--- src/rtl/dip_seq_pkg.sv ---
`default_nettype none
// ============================================================================
//  Module      : dip_seq_pkg
//  Description : Shared state encoding and width helpers for the DiP tile
//                sequencer and its step counters.
//  Revision    : 1.0 - initial release
// ============================================================================
package dip_seq_pkg;

    typedef enum logic [2:0] {
        IDLE   = 3'd0,
        LOAD_W = 3'd1,
        STREAM = 3'd2,
        FLUSH  = 3'd3,
        DRAIN  = 3'd4,
        DONE   = 3'd5
    } seq_state_t;

    localparam int DEF_N        = 4;
    localparam int DEF_MAX_ROWS = 16;

    // Width of a counter that must hold every value 0..max_value.
    function automatic int cnt_width(input int max_value);
        return (max_value < 2) ? 1 : $clog2(max_value + 1);
    endfunction

    localparam int DEF_CNT_W = cnt_width(DEF_MAX_ROWS);
    localparam int DEF_S_W   = cnt_width(DEF_MAX_ROWS + DEF_N);

endpackage
`default_nettype wire

--- src/rtl/seq_counter.sv ---
`default_nettype none
// ============================================================================
//  Module      : seq_counter
//  Description : Clearable up-counter with terminal-value compare. The caller
//                gates inc; the counter itself never wraps on its own accord
//                because tiles clear it before every use.
//  Revision    : 1.0 - initial release
// ============================================================================
module seq_counter #(
    parameter int WIDTH = 4
) (
    input  logic             clk,
    input  logic             rst,
    input  logic             clr,
    input  logic             inc,
    input  logic [WIDTH-1:0] max_val,
    output logic [WIDTH-1:0] value,
    output logic             is_max
);

    // Count register: clear has priority over increment.
    always_ff @(posedge clk or posedge rst) begin
        if (rst) begin
            value <= '0;
        end else if (clr) begin
            value <= '0;
        end else if (inc) begin
            value <= value + WIDTH'(1);
        end
    end

    assign is_max = (value == max_val);

endmodule
`default_nettype wire

--- src/rtl/dip_tile_sequencer.sv ---
`default_nettype none
// ============================================================================
//  Module      : dip_tile_sequencer
//  Description : Tile control for the DiP systolic array. Loads N weight rows,
//                streams M input rows, flushes the pipeline and drains M
//                result rows, with an array-wide stall on result backpressure.
//                Optional macro DIP_SEQ_ABORT_EN adds an abort input that
//                returns a busy sequencer to IDLE without a done pulse.
//  Revision    : 1.0 - initial release
// ============================================================================
module dip_tile_sequencer
    import dip_seq_pkg::*;
#(
    parameter int N        = DEF_N,
    parameter int MAX_ROWS = DEF_MAX_ROWS
) (
    input  logic                          clk,
    input  logic                          rst,
    input  logic                          start,
    input  logic [$clog2(MAX_ROWS+1)-1:0] cfg_rows,
    output logic                          busy,
    output logic                          done,
    output logic                          w_load_en,
    output logic [$clog2(N)-1:0]          w_row_idx,
    input  logic                          x_valid,
    output logic                          x_ready,
    output logic                          pe_en,
    output logic                          out_valid,
    input  logic                          out_ready,
`ifdef DIP_SEQ_ABORT_EN
    input  logic                          abort,
`endif
    output logic [$clog2(MAX_ROWS)-1:0]   out_row_idx
);

    localparam int CNT_W = $clog2(MAX_ROWS + 1);
    localparam int S_W   = cnt_width(MAX_ROWS + N);
    localparam int W_W   = $clog2(N);
    localparam int IDX_W = $clog2(MAX_ROWS);

    seq_state_t       state;
    seq_state_t       next_state;

    logic [CNT_W-1:0] m_rows;
    logic [CNT_W-1:0] in_cnt;
    logic [CNT_W-1:0] out_cnt;
    logic [S_W-1:0]   s_cnt;
    logic [S_W-1:0]   s_end;
    logic [W_W-1:0]   w_cnt;

    logic             start_ok;
    logic             in_tile;
    logic             abort_req;
    logic             cnt_clr;
    logic             active;
    logic             step_ok;
    logic             out_hs;
    logic             out_all;
    logic             s_at_end;
    logic             w_inc;
    logic             in_inc;
    logic             w_is_max;
    logic             in_is_max;
    logic             s_is_max;
    logic             out_is_max;

    assign start_ok = (state == IDLE) && start && (cfg_rows != '0);
    assign in_tile  = (state == LOAD_W) || (state == STREAM) ||
                      (state == FLUSH)  || (state == DRAIN);

`ifdef DIP_SEQ_ABORT_EN
    assign abort_req = abort && in_tile;
`else
    assign abort_req = 1'b0;
`endif

    // The last step of a tile leaves s at M+N-1: the step exposing row M-1.
    assign s_end    = S_W'(m_rows) + S_W'(N - 1);
    assign s_at_end = (s_cnt == s_end);

    // Row r sits at the array edge exactly when s == r+N; the equality keeps
    // the row stable while the whole array is stalled on out_ready.
    assign active    = (state == STREAM) || (state == FLUSH) || (state == DRAIN);
    assign out_valid = active && (s_cnt == S_W'(out_cnt) + S_W'(N)) && (out_cnt < m_rows);
    assign step_ok   = !out_valid || out_ready;
    assign out_hs    = out_valid && out_ready;
    assign out_all   = (out_cnt == m_rows);

    assign w_row_idx   = w_cnt;
    assign out_row_idx = out_cnt[IDX_W-1:0];

    assign w_inc  = (state == LOAD_W) && !w_is_max;
    assign in_inc = (state == STREAM) && pe_en;

    seq_counter #(.WIDTH(W_W)) u_w_cnt (
        .clk     (clk),
        .rst     (rst),
        .clr     (cnt_clr),
        .inc     (w_inc),
        .max_val (W_W'(N - 1)),
        .value   (w_cnt),
        .is_max  (w_is_max)
    );

    seq_counter #(.WIDTH(CNT_W)) u_in_cnt (
        .clk     (clk),
        .rst     (rst),
        .clr     (cnt_clr),
        .inc     (in_inc),
        .max_val (m_rows - CNT_W'(1)),
        .value   (in_cnt),
        .is_max  (in_is_max)
    );

    seq_counter #(.WIDTH(S_W)) u_s_cnt (
        .clk     (clk),
        .rst     (rst),
        .clr     (cnt_clr),
        .inc     (pe_en),
        .max_val (s_end - S_W'(1)),
        .value   (s_cnt),
        .is_max  (s_is_max)
    );

    seq_counter #(.WIDTH(CNT_W)) u_out_cnt (
        .clk     (clk),
        .rst     (rst),
        .clr     (cnt_clr),
        .inc     (out_hs),
        .max_val (m_rows - CNT_W'(1)),
        .value   (out_cnt),
        .is_max  (out_is_max)
    );

    // Tile row count captured when a tile is accepted.
    always_ff @(posedge clk or posedge rst) begin
        if (rst) begin
            m_rows <= '0;
        end else if (start_ok) begin
            m_rows <= cfg_rows;
        end
    end

    // State register.
    always_ff @(posedge clk or posedge rst) begin
        if (rst) begin
            state <= IDLE;
        end else begin
            state <= next_state;
        end
    end

    // Next-state and strobe decode.
    always_comb begin
        next_state = state;
        cnt_clr    = 1'b0;
        busy       = 1'b0;
        done       = 1'b0;
        w_load_en  = 1'b0;
        x_ready    = 1'b0;
        pe_en      = 1'b0;

        case (state)
            IDLE: begin
                if (start_ok) begin
                    cnt_clr    = 1'b1;
                    next_state = LOAD_W;
                end
            end
            LOAD_W: begin
                busy      = 1'b1;
                w_load_en = 1'b1;
                if (w_is_max) begin
                    next_state = STREAM;
                end
            end
            STREAM: begin
                busy    = 1'b1;
                x_ready = step_ok && (in_cnt < m_rows);
                pe_en   = x_valid && x_ready;
                if (pe_en && in_is_max) begin
                    next_state = FLUSH;
                end
            end
            FLUSH: begin
                busy  = 1'b1;
                pe_en = step_ok && !s_at_end;
                if (s_at_end || (pe_en && s_is_max)) begin
                    next_state = DRAIN;
                end
            end
            DRAIN: begin
                busy = 1'b1;
                if (out_all || (out_hs && out_is_max)) begin
                    next_state = DONE;
                end
            end
            DONE: begin
                done       = 1'b1;
                next_state = IDLE;
            end
            default: begin
                next_state = IDLE;
            end
        endcase

        if (abort_req) begin
            cnt_clr    = 1'b1;
            next_state = IDLE;
        end
    end

endmodule
`default_nettype wire

--- config.mk ---
export PLATFORM = sky130hd
export DESIGN_NAME = dip_tile_sequencer
export DESIGN_NICKNAME = d
export VERILOG_FILES = /design/src/rtl/dip_seq_pkg.sv /design/src/rtl/seq_counter.sv /design/src/rtl/dip_tile_sequencer.sv
export SDC_FILE = /design/constraint.sdc
export NUM_CORES = 1
export LEC_CHECK = 0
export CORE_MARGIN = 2
export CORE_UTILIZATION = 35
export DETAILED_ROUTE_END_ITERATION = 10
export PLACE_DENSITY = 0.57
export SKIP_CTS_REPAIR_TIMING = 1
export SLEW_MARGIN = 20
export SYNTH_ARGS = -nofsm -noshare
export SYNTH_HDL_FRONTEND = slang
export SYNTH_SLANG_ARGS = --single-unit
--- constraint.sdc ---
create_clock -name clk -period 3.9 [get_ports clk]
set_input_delay 0.585 -clock clk [delete_from_list [all_inputs] [get_ports clk]]
set_output_delay 0.585 -clock clk [all_outputs]
set_load 0.02 [all_outputs]
**After elaboration in Yosys (flattened, before gate mapping)**

Index checks and enable logic that the tools add are counted.

- Shifts and indexed selects: 0
- Magnitude comparators: 2
- Reduce and logical (&&, ||, !) cells: 29
- $mul: 0
- Divide/modulo/power cells: 0
- Add/sub/neg operators: 8
- Muxes and demuxes: 21
- Bitwise operators: 0
- Equal/unequal tests: 17

Operators by type and width:

| kind | number |
|---|---|
| $eq 5x5->1 | 6 |
| $mux 5 | 6 |
| $add 5x1->5 const B | 3 |
| $mux 3 | 5 |
| $pmux 3 s5 | 1 |
| $logic_and 1x1->1 | 13 |
| $lt 5x5->1 | 2 |
| $sub 5x1->5 const B | 2 |
| $reduce_bool 2->1 | 4 |
| $eq 3x2->1 const B | 2 |
| $eq 3x3->1 const B | 2 |
| $mux 1 | 6 |
| $ne 2x1->1 const B | 3 |
| $add 5x2->5 const B | 1 |
| $add 5x3->5 const B | 1 |
| $logic_or 1x1->1 | 5 |
| $reduce_and 5->1 | 1 |
| $reduce_bool 5->1 | 1 |
| $mux 2 | 2 |
| $ne 2x2->1 const B | 2 |
| $reduce_or 4->1 | 1 |
| $eq 3x1->1 const B | 1 |
| $logic_not 1->1 | 3 |
| $logic_not 3->1 | 1 |
| other kinds (3) | 3 |

- Latch bits: 0
- Register bits: 25
- Logic and storage cells: 83
- RAM bits: 0
- Memories kept: 0
- Output and inout port bits: 12
- ROM bits: 0
- Input bits: 10

**Logic depth before layout (Yosys ltp)**

Gate-level depths: netlist of run 1.

- Depth after elaboration: 13
- Depth in mapped cells: 10

**By module**

From an unflattened synthesis of run 1, not the netlist that was laid out.

- Cells, all modules: 232
- Area total of the unflattened synthesis: 2044.5 sq um

By module, submodules not included:

| module | sequential area each (sq um) | cells each | times used | area each (sq um) |
|---|---|---|---|---|
| dip_tile_sequencer | 200.2 | 140 | 1 | 1104.8 |
| seq_counter at u_in_cnt ... | 125.1 | 27 | 3 | 275.3 |
| seq_counter at u_w_cnt | 50.0 | 11 | 1 | 113.9 |

**Worst setup path after synthesis of run 1**

No wires, ideal clock.

- Path kind: register to output
- From: reg m_rows[0]
- To: out pe_en
- Arrival: 2.082 ns
- Path slack: 1.233 ns
- Path buffers: 1
- Cell stages (with the launch flop): 9
- Path through: dfrtp_1 > buf_2 > inv_1 > ha_1 > or3_4 > xnor2_2 > o311a_4 > o21ai_4 > inv_1

- Longest elaborated chain between the ends: 7

Ends and longest elaborated chain:

| what | line | RTL |
|---|---|---|
| start: declaration | dip_tile_sequencer.sv:44 | `logic [CNT_W-1:0] m_rows;` |
| start signal: assignment | dip_tile_sequencer.sv:140 | `m_rows <= cfg_rows;` |
| parallel branches: the longest is 6 deep, another holds $add 5x2->5 | - |  |
| $pmux 1 s2 * | dip_tile_sequencer.sv:163 | `case (state)` |
| end: declaration | dip_tile_sequencer.sv:27 | `output logic pe_en,` |

Mark *: on every way between the ends.

**Final worst setup path of run 1**

- From: reg m_rows[1]
- To: out pe_en

Same word-level chain as after synthesis.

==> parameters.txt, run 1 <==
Parameter                              Value

Status
  Run status    completed

Job
  Number of maximum-capacitance violations    0

Critical path
  Type of element capturing the critical path    output pin
  CP Data Required Time    3.31 ns
  Critical path launch point type    flip-flop
  FF-to-FF End    u_s_cnt.value[1]
  Worst R2R Start    m_rows[1]
  CP arrival    2.90 ns
  Worst setup path class    flip-flop to output pin
  Worst-path fanout max    9
  R2R cell count    9
  R2R Setup Slk    1.49 ns

CTS
  CTS tree    yes
  Maximum buffer depth of the clock tree    2
  Clock sink count    25
  Root Driver    sky130_fd_sc_hd__clkbuf_8
  # H-tree levels    1
  Source-to-sink clock delay at the later pin of the worst-skew pair    between 0.2 and 0.3 ns
  Num CTS Buffers    3
  Clock Pin Slew Worst Setup and Hold Paths    0.09 ns

Layout
  Highest-count cells in the layout ignoring fill and taps    25 x sky130_fd_sc_hd__dfrtp_1, 21 x sky130_fd_sc_hd__xnor2_1, 21 x sky130_fd_sc_hd__clkdlybuf4s50_1, 20 x sky130_fd_sc_hd__nor2_1, 17 x sky130_fd_sc_hd__ha_1
  Antenna Diode Count    0
  Most common cell after layout, fill and taps aside    sky130_fd_sc_hd__dfrtp_1
  Number of fill cells    roughly 570
  Sequential cell area    ~630 µm²
  Number of standard cells in the layout, taps in and fillers out    304
  Net total in the final layout    260
  Layout cell share with drive strength beyond 1    0.0690
  Finished Core Util    0.417
  Area added between synthesis and finish    14.2%
  Area of the multi-input gates    1270 µm²

Detailed routing
  Final routed wirelength across all metal layers    4370 µm
  Number of iterations in the first detailed-routing pass    4
  Total length of routed met2 wires    1990 µm
  Detailed-routing wirelength on met1    2190 µm
  Antenna violation net count after detailed routing    0
  DR DRC count    0
  Routed wirelength normalized by instance count    14.4 µm
  Vias per cell    4.95
  Via count    roughly 1500
  Met3 Wirelength    between 100 and 150 µm
  First-iteration detailed-routing DRC count    74
  Uppermost layer routed    met4

Power
  Total power divided by cell area    695 nW/µm²
  Switching part of the total    0.468
  Switching component of the power    roughly 750 µW
  Static leakage    approximately 0.0010 µW
  Combinational fraction of design power    0.626
  Power share of the sequential group    0.275
  Cell-internal power    ~850 µW
  VDD IR-drop max    about 310 µV
  Clock power share    0.099

Timing
  Final Hold Violating Endpoints    0
  Final worst path period share    0.894
  Slew headroom    0.376
  Clock skew after layout    0.00147 ns
  Minimum clock period after layout    approximately 3.5 ns
  Setup Viol. Count Final    0
  Fmax    287 MHz
  Unrepaired setup endpoints after global routing    false
  Number of max-slew violations in the final report    0
  Slew at the pin closest to its max-slew limit    0.931 ns
  Setup TNS    0 ns
  Least setup slack across all paths after layout    about 0.41 ns
  Post-route worst hold slack    0.569 ns

Worst hold path
  Sink of the worst hold path    u_w_cnt.value[1]
  Hold Crit Depth    2
  Hold path startpoint    u_w_cnt.value[1]
  Tightest Hold Check Type    flip-flop to flip-flop

Die
  Core region area    5540 µm²
  Number of top-level pins    22
  Die Width    80.0 µm
  Effective utilization at floorplan    0.365
  Cell Rows    27
  Area of the die    6400 µm²
  Die extent in y    80.0 µm

Synth
  Post-synthesis cell area    2020 µm²
  Synth Net Count    245
  Average cell area after synthesis    9.27 µm²
  Gate Count Post-Synth    218
  EDFF count, synth    0
  Number of distinct library cells after synthesis    47
  Number of synthesized register bits    25
  Total of warnings raised by yosys    0
  Primary flip-flop cell chosen by synthesis mapping    sky130_fd_sc_hd__dfrtp_1
  Async set-or-reset flop fraction in the synthesized netlist    1.00
  Portion of the post-synthesis area used by sequential elements    0.310

Place
  PortBufs    21
  Pre-CTS setup slack    0.715 ns
  Placed cell count    300
  Dpl hpwl    roughly 3400 µm
  Last weighted congestion value of the routability-driven placer    0.788

Global routing
  Wire length of the first global-routing pass    7110 µm
  Number of antenna violations at the first check in global routing    0
  GR Overflow Total    0
  Largest net degree at the start of global routing    26
  Via count of the first global-routing pass    1401
  GRT Overall Usage    0.147
==> critical path, cell delays in order (launching register included) <==
cell and delay, ns:
sky130_fd_sc_hd__dfrtp_1 0.41, sky130_fd_sc_hd__inv_1 0.18, sky130_fd_sc_hd__ha_1 0.35, sky130_fd_sc_hd__xnor2_1 0.19, sky130_fd_sc_hd__nor2_1 0.14, sky130_fd_sc_hd__nand2_1 0.08
sky130_fd_sc_hd__o311a_4 0.38, sky130_fd_sc_hd__o21ai_4 0.29, sky130_fd_sc_hd__inv_1 0.07, sky130_fd_sc_hd__clkdlybuf4s50_1 0.54
==> Yosys cell counts (2+ instances only) <==
library cell | number | area share
sky130_fd_sc_hd__a31oi_1 | 2 | 0.0062
sky130_fd_sc_hd__o21ai_1 | 3 | 0.0074
sky130_fd_sc_hd__xor2_1 | 14 | 0.061
sky130_fd_sc_hd__nor3_1 | 5 | 0.012
sky130_fd_sc_hd__xnor2_1 | 21 | 0.091
sky130_fd_sc_hd__inv_1 | 12 | 0.022
sky130_fd_sc_hd__and3_1 | 5 | 0.015
sky130_fd_sc_hd__nor2b_1 | 3 | 0.0093
sky130_fd_sc_hd__nor4_1 | 3 | 0.0093
sky130_fd_sc_hd__a21oi_1 | 3 | 0.0074
sky130_fd_sc_hd__buf_2 | 7 | 0.017
sky130_fd_sc_hd__o211ai_1 | 3 | 0.011
sky130_fd_sc_hd__ha_1 | 17 | 0.11
sky130_fd_sc_hd__dfrtp_1 | 25 | 0.31
sky130_fd_sc_hd__buf_4 | 4 | 0.015
sky130_fd_sc_hd__clkbuf_1 | 2 | 0.0037
sky130_fd_sc_hd__nor3b_1 | 3 | 0.011
sky130_fd_sc_hd__nand2_1 | 12 | 0.022
sky130_fd_sc_hd__o31ai_1 | 3 | 0.011
sky130_fd_sc_hd__mux2i_1 | 6 | 0.030
sky130_fd_sc_hd__and2_1 | 2 | 0.0062
sky130_fd_sc_hd__o21ai_0 | 8 | 0.020
sky130_fd_sc_hd__nand4_1 | 7 | 0.022
sky130_fd_sc_hd__nand3_1 | 3 | 0.0074
sky130_fd_sc_hd__nor2_1 | 20 | 0.037
sky130_fd_sc_hd__nand2b_1 | 4 | 0.012
==> metrics by stage <==
step | instance area [µm²] | total power, µW
2_1_floorplan | 2020 | 1200
3_3_place_gp | 2260 | 1440
3_5_place_dp | 2260 | 1460
4_1_cts | 2310 | 1620
5_1_grt | 2310 | 1740
6_report | 2310 | 1600
==> cell type report <==
cell class	instances	area share
multi-input cells	167	0.552
flip-flops and latches	25	0.271
repair buffers	23	0.0976
well taps	72	0.0390
inverters	13	0.0211
clock buffers	4	0.0195
==> state kept, by name (all words and copies together), names as in the netlist <==
signal           count
m_rows               5
state                3
u_in_cnt.value       5
u_out_cnt.value      5
u_s_cnt.value        5
u_w_cnt.value        2
==> how the worst max path moves through the flow <==
stage | startpoint | endpoint | slack [ns]
after CTS | m_rows[1] | pe_en | 0.39
after global placement | m_rows[1] | pe_en | 0.75
final | m_rows[1] | pe_en | 0.41
after global routing | m_rows[1] | pe_en | 0.22
after detailed placement | m_rows[1] | pe_en | 0.72
after floorplan | m_rows[0] | pe_en | 1.23
==> power by group through the flow <==
stage	logic, µW	registers (µW)	clock network (µW)
final	1000	441	159
after global placement	997	445	0
after detailed placement	1010	447	0
after floorplan	793	410	0
after global routing	1110	453	177
after CTS	1010	441	168
==> layer usage <==
layer  vias to the layer above  GRT usage
li1                        780          -
met1                       696      0.212
met2                        23      0.227
met3                         5     0.0170
met4                         0     0.0508
met5                         -          0
==> cells by family after synthesis <==
kind of cell / synth area share
mux: 0.0297
compound gates: 0.133
flops: 0.310
fa+ha+maj: 0.105
simple gates: 0.192
xor+xnor: 0.171
buf+inv: 0.0601
Note: power is estimated with default switching activity, not from simulation.
==> run 2, diff against run 1 <==
--- a/config.mk
+++ b/config.mk
@@ -5,6 +5,7 @@
 export SDC_FILE = /design/constraint.sdc
 export NUM_CORES = 1
 export LEC_CHECK = 0
+export CAP_MARGIN = 20
 export CORE_MARGIN = 2
 export CORE_UTILIZATION = 35
 export DETAILED_ROUTE_END_ITERATION = 10
==> run 2 against run 1 <==
Against the previous run:
- combinational power barely moved
- cell area is 0.65% higher
- critical path depth did not move
- hold slack hardly changed
- sequential power about the same
- power about the same
- largest cell class unchanged
- final cell count rose by 0.33%
- clock-buffer cell count did not move
- die area unchanged
- routed wire length is essentially flat
- core utilization grew 0.27 points
- fmax increased by 0.12%
==> parameters.txt, run 2 (same netlist as run 1, synthesis figures left out) <==
Parameter                              Value

Die
  Number of top-level pins    22 (unchanged)
  Area of the die    6400 µm² (unchanged)
  Cell Rows    27 (unchanged)
  Core region area    5540 µm² (unchanged)
  Die Width    80.0 µm (unchanged)
  Effective utilization at floorplan    0.365 (unchanged)
  Die extent in y    80.0 µm (unchanged)

Power
  Combinational fraction of design power    0.627 (about the same)
  Cell-internal power    855 µW (+0.15%)
  Power share of the sequential group    0.275 (about the same)
  Total power divided by cell area    691 nW/µm² (-0.60%)
  Switching part of the total    0.468 (-0.000561)
  Switching component of the power    751 µW (about the same)
  Clock power share    0.098 (about the same)
  Static leakage    0.00102 µW (+0.74%)
  VDD IR-drop max    311 µV (about the same)

Place
  Last weighted congestion value of the routability-driven placer    0.788 (unchanged)
  PortBufs    21 (unchanged)
  Dpl hpwl    3420 µm (unchanged)
  Cell Area, Placed    2260 µm² (unchanged)

CTS
  Clock Pin Slew Worst Setup and Hold Paths    0.09 ns (about the same)
  Maximum buffer depth of the clock tree    2 (unchanged)
  Clock sink count    25 (unchanged)
  Source-to-sink clock delay at the later pin of the worst-skew pair    0.27 ns (about the same)
  CTS tree    yes
  # H-tree levels    1 (unchanged)
  Num CTS Buffers    3 (unchanged)
  Root Driver    sky130_fd_sc_hd__clkbuf_8

Layout
  Highest-count cells in the layout ignoring fill and taps    25 x sky130_fd_sc_hd__dfrtp_1, 21 x sky130_fd_sc_hd__xnor2_1, 21 x sky130_fd_sc_hd__clkdlybuf4s50_1, 20 x sky130_fd_sc_hd__nor2_1, 17 x sky130_fd_sc_hd__ha_1
  Area added between synthesis and finish    15.0%
  Post-route cell area    2320 µm² (+0.65%)
  Layout cell share with drive strength beyond 1    0.0730 (+0.00400)
  Antenna Diode Count    0 (unchanged)
  Net total in the final layout    261 (+0.38%)
  Most common cell after layout, fill and taps aside    sky130_fd_sc_hd__dfrtp_1

Critical path
  Worst R2R Start    m_rows[1]
  Worst setup path class    flip-flop to output pin
  CP arrival    2.90 ns (about the same)
  Crit. Startpoint    m_rows[1]
  R2R cell count    9 (unchanged)
  Type of element capturing the critical path    output pin
  Worst-path fanout max    9 (unchanged)
  Critical path launch point type    flip-flop
  CP Data Required Time    3.31 ns (about the same)

Detailed routing
  Final routed wirelength across all metal layers    4370 µm (about the same)
  Antenna violation net count after detailed routing    0 (unchanged)
  Number of iterations in the first detailed-routing pass    4 (unchanged)
  Vias per cell    4.92 (-0.46%)
  First-iteration detailed-routing DRC count    57 (-23%)
  DR DRC count    0 (unchanged)
  Routed wirelength normalized by instance count    14.3 µm (-0.28%)
  Via count    1502 (-0.13%)

Timing
  Slew headroom    0.605 (+0.230)
  Fmax    287 MHz (+0.12%)
  Slew at the pin closest to its max-slew limit    0.588 ns (-0.343 ns)
  Number of max-slew violations in the final report    0 (unchanged)
  Setup Viol. Count Final    0 (unchanged)
  Final worst path period share    0.893 (-0.00108)
  Unrepaired setup endpoints after global routing    false
  Clock skew after layout    0.00159 ns (+0.000118 ns)
  Minimum clock period after layout    3.48 ns (-0.00423 ns)
  Setup TNS    0 ns (unchanged)
  Final Hold Violating Endpoints    0 (unchanged)

Status
  Run status    completed

Global routing
  GR Overflow Total    0 (unchanged)
  Largest net degree at the start of global routing    26 (unchanged)
  Via count of the first global-routing pass    1401 (unchanged)
  GRT Overall Usage    0.147 (unchanged)
  Wire length of the first global-routing pass    7110 µm (unchanged)
  Number of antenna violations at the first check in global routing    0 (unchanged)

Job
  Number of maximum-capacitance violations    0 (unchanged)

Worst hold path
  Tightest Hold Check Type    input port to async pin
run 2: layer usage:
| metal | share of wire | global-route usage | up-vias |
|---|---|---|---|
| met5 | 0 | 0 | - |
| met4 | 0.010 | 0.0508 | 0 |
| met3 | 0.026 | 0.0170 | 4 |
| met2 | 0.46 | 0.227 | 22 |
| met1 | 0.50 | 0.212 | 695 |
| li1 | - | - | 781 |
run 2: per-stage QoR:
step	total power [µW]	hold slack (ns)	setup slack [ns]	utilization	std cells
floorplan	1200	0.516	1.23	-	218
global placement	1440	0.550	0.747	0.409	300
detailed placement	1460	0.560	0.715	0.409	300
CTS	1620	0.581	0.395	0.417	304
global route	1750	0.584	0.215	0.419	305
finish	1610	0.568	0.418	0.419	305
run 2: final cells by class:
cell class | count | area [µm²]
Fill cell | 565 | 3220
Multi-Input combinational cell | 167 | 1270
Sequential cell | 25 | 626
Timing Repair Buffer | 24 | 240
Tap cell | 72 | 90.1
Inverter | 13 | 48.8
Clock buffer | 4 | 45.0
run 2: worst max-delay path, cell delays in order (launching register included):
cell                              delay [ns]
sky130_fd_sc_hd__dfrtp_1                0.41
sky130_fd_sc_hd__inv_1                  0.18
sky130_fd_sc_hd__ha_1                   0.35
sky130_fd_sc_hd__xnor2_1                0.19
sky130_fd_sc_hd__nor2_1                 0.14
sky130_fd_sc_hd__nand2_1                0.08
sky130_fd_sc_hd__o311a_4                0.38
sky130_fd_sc_hd__o21ai_4                0.29
sky130_fd_sc_hd__inv_1                  0.07
sky130_fd_sc_hd__clkdlybuf4s50_1        0.54
run 2: final timing paths:
check / end / slack, ns
worst min-delay path: u_s_cnt.value[3] / 0.57
worst min register to register: u_w_cnt.value[1] / 0.57
worst max register to register: u_s_cnt.value[1] / 1.49
worst max-delay path: pe_en / 0.42
max in group asynchronous: u_in_cnt.value[3] / 2.92
min in group clk: u_w_cnt.value[1] / 0.57
run 2: power groups by stage:
stage                     Sequential (µW)  Clock (µW)  Combinational, µW
final                                 441         158               1010
after global placement                445           0                997
after detailed placement              447           0               1010
after global routing                  453         177               1120
after floorplan                       410           0                793
after CTS                             441         168               1010
==> run 3, diff against run 2 <==
--- a/config.mk
+++ b/config.mk
@@ -8,6 +8,7 @@
 export CAP_MARGIN = 20
 export CORE_MARGIN = 2
 export CORE_UTILIZATION = 35
+export CTS_BUF_LIST = sky130_fd_sc_hd__clkbuf_4
 export DETAILED_ROUTE_END_ITERATION = 10
 export PLACE_DENSITY = 0.57
 export SKIP_CTS_REPAIR_TIMING = 1
==> run 3 against run 2 <==
Against the previous run:
- clock skew rose by 0.0045 ns
- sequential share of layout area rose by 0.18 points
- combinational power barely moved
- highest routed layer unchanged
- clock-buffer cell count did not move
- final cell count did not move
- largest power group unchanged
- sequential power barely moved
- register-to-register slack barely moved
- global-route usage barely moved
- critical path type unchanged
- largest cell class unchanged
- cell area fell by 0.65%
==> parameters.txt, run 3 (same netlist as run 1, synthesis figures left out) <==
Parameter                              Value

Detailed routing
  Via count    1507 (+0.33%)
  Met3 Wirelength    95 µm (-16%)
  Number of iterations in the first detailed-routing pass    4 (unchanged)
  Uppermost layer routed    met4
  DR DRC count    0 (unchanged)
  Routed wirelength normalized by instance count    14.3 µm (-0.11%)
  First-iteration detailed-routing DRC count    64 (+12%)
  Total length of routed met2 wires    2010 µm (-0.20%)
  Final routed wirelength across all metal layers    4360 µm (-0.11%)
  Vias per cell    4.94 (+0.33%)
  Antenna violation net count after detailed routing    0 (unchanged)
  Detailed-routing wirelength on met1    2200 µm (+0.23%)

Layout
  Most common cell after layout, fill and taps aside    sky130_fd_sc_hd__dfrtp_1
  Layout cell share with drive strength beyond 1    0.0773 (+0.00429)
  Net total in the final layout    261 (unchanged)
  Antenna Diode Count    0 (unchanged)
  Highest-count cells in the layout ignoring fill and taps    25 x sky130_fd_sc_hd__dfrtp_1, 21 x sky130_fd_sc_hd__xnor2_1, 21 x sky130_fd_sc_hd__clkdlybuf4s50_1, 20 x sky130_fd_sc_hd__nor2_1, 17 x sky130_fd_sc_hd__ha_1
  Area added between synthesis and finish    14.2%

Timing
  Slew headroom    0.603 (-0.00226)
  Clock skew after layout    0.00604 ns (+0.00446 ns)
  Number of max-slew violations in the final report    0 (unchanged)
  Setup Viol. Count Final    0 (unchanged)
  Setup TNS    0 ns (unchanged)
  Minimum clock period after layout    3.55 ns (+0.0663 ns)
  Fmax    282 MHz (-1.9%)
  Slew at the pin closest to its max-slew limit    0.592 ns (+0.00336 ns)
  Final Hold Violating Endpoints    0 (unchanged)
  Unrepaired setup endpoints after global routing    false
  Final worst path period share    0.910 (+0.0170)

Global routing
  Largest net degree at the start of global routing    26 (unchanged)
  GRT Overall Usage    0.147 (-0.000237)
  GR Overflow Total    0 (unchanged)
  Number of antenna violations at the first check in global routing    0 (unchanged)
  Via count of the first global-routing pass    1409 (+0.57%)
  Wire length of the first global-routing pass    7130 µm (+0.30%)

CTS
  Clock Pin Slew Worst Setup and Hold Paths    0.14 ns (+0.05 ns)
  Root Driver    sky130_fd_sc_hd__clkbuf_4
  Num CTS Buffers    3 (unchanged)
  Maximum buffer depth of the clock tree    2 (unchanged)
  Clock sink count    25 (unchanged)
  CTS tree    yes
  # H-tree levels    1 (unchanged)
  Source-to-sink clock delay at the later pin of the worst-skew pair    0.33 ns (+0.06 ns)

Worst hold path
  Tightest Hold Check Type    input port to async pin

Power
  Power share of the sequential group    0.280 (+0.005)
  Total power divided by cell area    683 nW/µm² (-1.1%)
  Post-layout power    1580 µW (-1.7%)
  Switching part of the total    0.475 (+0.00746)
  Clock power share    0.082 (-0.016)
  Switching component of the power    749 µW (-0.17%)
  VDD IR-drop max    311 µV (about the same)
  Cell-internal power    828 µW (-3.1%)
  Static leakage    0.00101 µW (-0.43%)
  Combinational fraction of design power    0.638 (+0.011)

Critical path
  CP arrival    2.96 ns (+0.06 ns)
  Type of element capturing the critical path    output pin
  Worst-path fanout max    9 (unchanged)
  Critical path launch point type    flip-flop
  R2R cell count    9 (unchanged)
  Worst setup path class    flip-flop to output pin
  CP Data Required Time    3.31 ns (about the same)

Die
  Effective utilization at floorplan    0.365 (unchanged)
  Area of the die    6400 µm² (unchanged)
  Die extent in y    80.0 µm (unchanged)
  Die Width    80.0 µm (unchanged)
  Core region area    5540 µm² (unchanged)
  Cell Rows    27 (unchanged)
  Number of top-level pins    22 (unchanged)

Place
  PortBufs    21 (unchanged)
  Dpl hpwl    3420 µm (unchanged)
  Last weighted congestion value of the routability-driven placer    0.788 (unchanged)

Job
  Number of maximum-capacitance violations    0 (unchanged)

Status
  Run status    completed
-- run 3: changes by cell type in the layout (fill, tap and decap cells not counted) --
cell	previous run	this run
sky130_fd_sc_hd__clkbuf_8	3	0
sky130_fd_sc_hd__clkbuf_1	1	0
sky130_fd_sc_hd__clkbuf_4	0	4
-- run 3: power groups by stage --
stage               clock (µW)  sequential [µW]  combinational [µW]
floorplan                    0              410                 793
detailed placement           0              447                1010
global route               151              453                1120
finish                     129              442                1010
CTS                        137              441                1010
global placement             0              445                 997
-- run 3: path summary, 6_finish.rpt --
| check | to | start | slack, ns |
|---|---|---|---|
| max reg2reg | u_s_cnt.value[1] | m_rows[1] | 1.50 |
| min | u_s_cnt.value[3] | rst | 0.50 |
| min in group clk | u_w_cnt.value[1] | u_w_cnt.value[1] | 0.58 |
| min reg2reg | u_w_cnt.value[1] | u_w_cnt.value[1] | 0.58 |
| max in group asynchronous | u_in_cnt.value[1] | rst | 2.99 |
| max | pe_en | m_rows[1] | 0.35 |
-- run 3: per-layer routing --
metal | global-route usage | vias to the layer above
met1 | 0.215 | 700
li1 | - | 783
met5 | 0 | -
met2 | 0.228 | 19
met3 | 0.0170 | 5
met4 | 0.0407 | 0
-- run 3: per-stage QoR --
step | area (µm²) | utilization | worst slack, ns | hold slack (ns) | cells
final | 2310 | 0.417 | 0.352 | 0.499 | 305
after global placement | 2260 | 0.409 | 0.747 | 0.550 | 300
after detailed placement | 2260 | 0.409 | 0.715 | 0.560 | 300
after CTS | 2290 | 0.414 | 0.322 | 0.592 | 304
after floorplan | 2020 | - | 1.23 | 0.516 | 218
after global routing | 2310 | 0.417 | 0.134 | 0.494 | 305
-- run 3: worst max-delay path: stages (launching register included) --
cell and delay (ns):
sky130_fd_sc_hd__dfrtp_1 0.43, sky130_fd_sc_hd__inv_1 0.18, sky130_fd_sc_hd__ha_1 0.35, sky130_fd_sc_hd__xnor2_1 0.19, sky130_fd_sc_hd__nor2_1 0.14, sky130_fd_sc_hd__nand2_1 0.08
sky130_fd_sc_hd__o311a_4 0.38, sky130_fd_sc_hd__o21ai_4 0.29, sky130_fd_sc_hd__inv_1 0.07, sky130_fd_sc_hd__clkdlybuf4s50_1 0.54
-- run 3: area by class of cell --
cell class | count | area (µm²)
Fill cell | 569 | 3230
Multi-Input combinational cell | 167 | 1270
Sequential cell | 25 | 626
Timing Repair Buffer | 24 | 240
Tap cell | 72 | 90.1
Inverter | 13 | 48.8
Clock buffer | 4 | 30.0
